## src/rtl/iddr_word_aligner.sv

```systemverilog
`default_nettype none
// ============================================================================
// Module   : iddr_word_aligner
// Purpose  : Gathers IDDR bit pairs into words and aligns them to a training
//            pattern by bit-slip (automatic), or by BITSLIP pulses (manual).
// Revision : 1.0 - initial release
// ============================================================================
module iddr_word_aligner #(
    parameter int                    WORD_WIDTH   = 8,
    parameter logic [WORD_WIDTH-1:0] SYNC_PATTERN = 8'hB4,
    parameter int                    LOCK_COUNT   = 4
) (
    input  logic                          SCLK,
    input  logic                          RST,
    input  logic                          Q0,
    input  logic                          Q1,
    input  logic                          ALIGN_EN,
    input  logic                          BITSLIP,
    output logic [WORD_WIDTH-1:0]         DATA,
    output logic                          DVALID,
    output logic                          LOCKED,
    output logic                          ALIGN_ERR,
    output logic [$clog2(WORD_WIDTH)-1:0] OFFSET
);
    localparam int OW  = $clog2(WORD_WIDTH);
    localparam int PCW = $clog2(WORD_WIDTH / 2);
    localparam int MCW = $clog2(LOCK_COUNT + 1);
    localparam int SCW = $clog2(2 * WORD_WIDTH + 1);

    localparam logic [1:0] S_IDLE   = 2'd0;
    localparam logic [1:0] S_HUNT   = 2'd1;
    localparam logic [1:0] S_VERIFY = 2'd2;
    localparam logic [1:0] S_LOCKED = 2'd3;

    logic [2*WORD_WIDTH-1:0] r_hist;
    logic [PCW-1:0]          r_pc;
    logic [OW-1:0]           r_off;
    logic [WORD_WIDTH-1:0]   r_data;
    logic                    r_dvalid;
    logic                    r_err;
    logic [1:0]              r_state;
    logic [MCW-1:0]          r_match;
    logic [SCW-1:0]          r_scnt;

    logic [2*WORD_WIDTH-1:0] w_hist_next;
    logic [WORD_WIDTH-1:0]   w_word;
    logic                    w_wedge;
    logic                    w_is_sync;
    logic [1:0]              w_state_nx;
    logic [MCW-1:0]          w_match_nx;
    logic [SCW-1:0]          w_scnt_nx;
    logic                    w_err_nx;
    logic                    w_slip;
    logic                    w_miss;

    // Newest bit (Q1) lands at the LSB; the word window is taken from the
    // history including the pair arriving this edge.
    assign w_hist_next = {r_hist[2*WORD_WIDTH-3:0], Q0, Q1};
    assign w_word      = w_hist_next[r_off +: WORD_WIDTH];
    assign w_wedge     = (r_pc == PCW'(WORD_WIDTH / 2 - 1));
    assign w_is_sync   = (w_word == SYNC_PATTERN);

    always_comb begin
        w_state_nx = r_state;
        w_match_nx = r_match;
        w_scnt_nx  = r_scnt;
        w_err_nx   = r_err;
        w_slip     = 1'b0;
        w_miss     = 1'b0;
        case (r_state)
            S_IDLE: begin
                w_slip = BITSLIP;
                if (ALIGN_EN) begin
                    w_state_nx = S_HUNT;
                    w_match_nx = '0;
                    w_scnt_nx  = '0;
                end
            end
            default: begin
                if (!ALIGN_EN) begin
                    w_state_nx = S_IDLE;
                    w_match_nx = '0;
                    w_err_nx   = 1'b0;
                end else if (w_wedge) begin
                    case (r_state)
                        S_HUNT: begin
                            if (w_is_sync) begin
                                w_match_nx = MCW'(1);
                                if (LOCK_COUNT == 1) begin
                                    w_state_nx = S_LOCKED;
                                    w_scnt_nx  = '0;
                                end else begin
                                    w_state_nx = S_VERIFY;
                                end
                            end else begin
                                w_miss = 1'b1;
                            end
                        end
                        S_VERIFY: begin
                            if (w_is_sync) begin
                                w_match_nx = r_match + 1'b1;
                                if (r_match + 1'b1 == MCW'(LOCK_COUNT)) begin
                                    w_state_nx = S_LOCKED;
                                    w_scnt_nx  = '0;
                                end
                            end else begin
                                w_miss     = 1'b1;
                                w_state_nx = S_HUNT;
                            end
                        end
                        default: ;
                    endcase
                end
            end
        endcase
        // A failed comparison slips; the slip count saturates at 2*W
        if (w_miss) begin
            w_slip = 1'b1;
            if (r_scnt != SCW'(2 * WORD_WIDTH)) begin
                w_scnt_nx = r_scnt + 1'b1;
            end
            if (r_scnt >= SCW'(2 * WORD_WIDTH - 1)) begin
                w_err_nx = 1'b1;
            end
        end
    end

    always_ff @(posedge SCLK) begin
        if (RST) begin
            r_hist   <= '0;
            r_pc     <= '0;
            r_off    <= '0;
            r_data   <= '0;
            r_dvalid <= 1'b0;
            r_err    <= 1'b0;
            r_state  <= S_IDLE;
            r_match  <= '0;
            r_scnt   <= '0;
        end else begin
            r_hist   <= w_hist_next;
            r_pc     <= w_wedge ? '0 : r_pc + 1'b1;
            r_dvalid <= w_wedge;
            if (w_wedge) begin
                r_data <= w_word;
            end
            if (w_slip) begin
                r_off <= (r_off == OW'(WORD_WIDTH - 1)) ? '0 : r_off + 1'b1;
            end
            r_state <= w_state_nx;
            r_match <= w_match_nx;
            r_scnt  <= w_scnt_nx;
            r_err   <= w_err_nx;
        end
    end

    assign DATA      = r_data;
    assign DVALID    = r_dvalid;
    assign LOCKED    = (r_state == S_LOCKED);
    assign ALIGN_ERR = r_err;
    assign OFFSET    = r_off;

endmodule
`default_nettype wire

```

## config.mk

```make
export PLATFORM = sky130hd
export DESIGN_NAME = iddr_word_aligner
export DESIGN_NICKNAME = d
export VERILOG_FILES = /design/src/rtl/iddr_word_aligner.sv
export SDC_FILE = /design/constraint.sdc
export NUM_CORES = 1
export LEC_CHECK = 0
export ABC_AREA = 1
export CAP_MARGIN = 10
export CORE_AREA = 2 2 82 84
export DETAILED_ROUTE_END_ITERATION = 10
export DIE_AREA = 0 0 84 86
export GPL_TIMING_DRIVEN = 1
export HOLD_SLACK_MARGIN = 0.15
export PLACE_DENSITY = 0.5
export SLEW_MARGIN = 40
export SYNTH_ARGS = -nofsm -noshare
export SYNTH_HDL_FRONTEND = slang
export SYNTH_SLANG_ARGS = --single-unit
```

## constraint.sdc

```tcl
create_clock -name SCLK -period 2.4 [get_ports SCLK]
set_clock_uncertainty 0.05 [all_clocks]
set_input_delay 0.36 -clock SCLK [delete_from_list [all_inputs] [get_ports SCLK]]
set_output_delay 0.36 -clock SCLK [all_outputs]
set_load 0.1 [all_outputs]
```

==> impl_metrics.env <==
export IMPL_synth_cell_type_count=28
export IMPL_final_common_cell="nand2_1"
export IMPL_routed_via_density=4.74
export IMPL_antennaDiodeCount=0
export IMPL_regToRegSetupSlack_ps=350
export IMPL_start_util_pct=33.9
export IMPL_final_util_pct=39.9
export IMPL_netlist_area_leader_share_pct=35.7
export IMPL_fp_dieH_um=86
export IMPL_drt_pass1_iter_count=4
export IMPL_fp_dieArea_um2=7220
export IMPL_path_class="reg2reg"
export IMPL_leakage_uw=0.00118
export IMPL_io_buffer_count=19
export IMPL_min_path_type="reg2reg"
export IMPL_cts_setup_buffers=0
export IMPL_worst_pin_slew_ps=521
export IMPL_fin_crit_ps=2050
export IMPL_final_layout_size_suffix_gt1_share_pct=13.2
export IMPL_synthTopCellsByArea="dfxtp_1 (36%), nand2_1 (18%), nand3_1 (11%), ha_1 (8.2%), inv_1 (6.0%)"
export IMPL_synth_area_um2=2130
export IMPL_route_vias_total=1977
export IMPL_dp_slack_ps=253
export IMPL_slew_violations=0
export IMPL_clk_latency_ps=290
export IMPL_cts_tree="built"
export IMPL_crit_fanout=15
export IMPL_nets=359
export IMPL_rows=29
export IMPL_slew_limit_headroom_pct=65.2
export IMPL_clock_sinks=38
export IMPL_ys_ff_latch=38
export IMPL_clockRootBuffer="clkbuf_8"
export IMPL_place_inst=409
export IMPL_synthArstFlopShare_pct=0
export IMPL_wl_mm=4.74
export IMPL_grt_ovfl_total=0
export IMPL_power_density_nw_per_um2=898
export IMPL_setup_viol=0
export IMPL_drt_iter0_drc=52
export IMPL_cts_resized=0
export IMPL_pin_count=20
export IMPL_ctsHtreeMaxLevel=2
export IMPL_setup_ws_ps=345
export IMPL_instances_no_fill=417
export IMPL_drv_cap=0
export IMPL_synth_area_per_cell_um2=6.72
export IMPL_grt_start_max_net_pins=21
export IMPL_syn_to_final_growth_pct=17.7
export IMPL_synth_edff_count=0
export IMPL_status="complete, no violations"
export IMPL_r2r_end="r_match[2]"
export IMPL_cp_end_kind="flop"
export IMPL_dp_hpwl_mm=3.53
export IMPL_grt_pass1_wl_mm=8.02
export IMPL_rsz0062_at_grt="no"
export IMPL_drcViolationCount=0
export IMPL_layout_common_cells="nand2_1 (101), nand3_1 (45), dfxtp_1 (36)"
export IMPL_irDropWorstVdd_uv=420
export IMPL_gp_congestion=0.808
export IMPL_period_share_pct=85.6
export IMPL_fill_cells=678
export IMPL_grt_pass1_vias=1846
export IMPL_numCtsBuffers=5
export IMPL_fp_dieW_um=84
export IMPL_syn_inst=317
export IMPL_ys_warn_count=0
export IMPL_timing_fmax_mhz=487
export IMPL_clkTransAtPathRegs_ps=90
export IMPL_syn_nets=337
export IMPL_crit_required_ps=2540
export IMPL_worstPathArrival_ps=2200
export IMPL_fin_setup_tns_ps=0
export IMPL_grtUsageTotal_pct=13.7
export IMPL_antenna_found_initial=0
export IMPL_hold_buffers=0
export IMPL_core_area_um2=6280
export IMPL_r2r_start="OFFSET[0]"
export IMPL_synth_seq_area_share_pct=35.7
export IMPL_yosys_area_top_type="dfxtp_1"
export IMPL_r2r_cells=15
export IMPL_cp_startpoint="OFFSET[0]"
export IMPL_wl_per_cell_um=11.4
export IMPL_cp_start_kind="flop"
export IMPL_cts_buffer_depth=2
export IMPL_antenna_left=0
export IMPL_p_total_uw=2250
export IMPL_endpoint="r_match[2]"
export IMPL_synth_flop_cell="dfxtp_1"
export IMPL_hold_viol=0
metrics by stage:
stage / hold slack, ps / instance area (µm²)
floorplan: 348 / 2130
global placement: 365 / 2370
detailed placement: 370 / 2370
CTS: 382 / 2510
global route: 411 / 2510
finish: 382 / 2510
worst max-delay path: stages (launching register included):
cell and delay (ps):
dfxtp_2 540, inv_4 150, nand2_1 100, nand3_1 90
nand2_1 80, nand2_1 50, nand2_1 80, nand2_1 60
nor2_2 150, nand2_4 120, nand3_2 100, nand2_4 80
nor2_8 130, nand2_1 60, nand2_1 50, nor2_1 40
cell families after synthesis:
logic type / share of synthesized area, %
buf+inv: 9.28
simple gates: 41.2
compound gates: 5.11
flops: 35.7
xor+xnor: 0.411
fa+ha+maj: 8.23
state kept, by name (all words and copies together) (netlist names):
signal     cells
DVALID         1
r_state        2
r_match        3
ALIGN_ERR      1
r_scnt         5
DATA           8
r_hist        13
r_pc           2
OFFSET         3
cell usage after synthesis (2+ instances only):
cell	number
nand3_1	45
a21oi_1	10
nor2_2	2
nand3_2	3
nand4_1	2
buf_2	3
nor2_1	33
nand2_1	101
buf_6	2
nand2_4	2
ha_1	14
o21ai_0	9
nor3_1	2
clkbuf_1	4
inv_1	34
dfxtp_1	38
nand2_2	2
report_power, final:
group          switching [µW]  internal [µW]  leakage (µW)
clock network             251            417     0.0000683
registers                74.7            692      0.000310
logic                     552            264      0.000798
total                     877           1370       0.00118
cell type report:
class / instances / area [µm²] / area share [%]
Sequential cell: 38 / 763 / 30.5
Inverter: 36 / 138 / 5.49
Clock inverter: 3 / 68.8 / 2.75
Timing Repair Buffer: 25 / 200 / 7.99
Clock buffer: 5 / 68.8 / 2.75
Multi-Input combinational cell: 233 / 1170 / 46.7
Tap cell: 77 / 96.3 / 3.84
per-layer routing:
metal / vias to the layer above / global-route usage [%] / part of all wire, %
met2: 21 / 24.2 / 47
met1: 911 / 16.3 / 49
met4: 0 / 4.84 / 0.84
li1: 1041 / - / -
met5: - / 0 / 0
met3: 4 / 3.46 / 2.8
how the worst min path moves through the flow:
| stage | startpoint | endpoint | depth (start not counted) | slack (ps) |
|---|---|---|---|---|
| floorplan | r_pc[0] | r_pc[0] | 1 | 350 |
| detailed placement | r_pc[0] | r_pc[0] | 1 | 370 |
| CTS | r_pc[0] | r_pc[0] | 1 | 380 |
| global route | r_pc[0] | r_pc[0] | 1 | 410 |
| global placement | r_pc[0] | r_pc[0] | 1 | 360 |
| finish | r_pc[0] | r_pc[0] | 1 | 380 |
(Power assumes the default switching activity.)
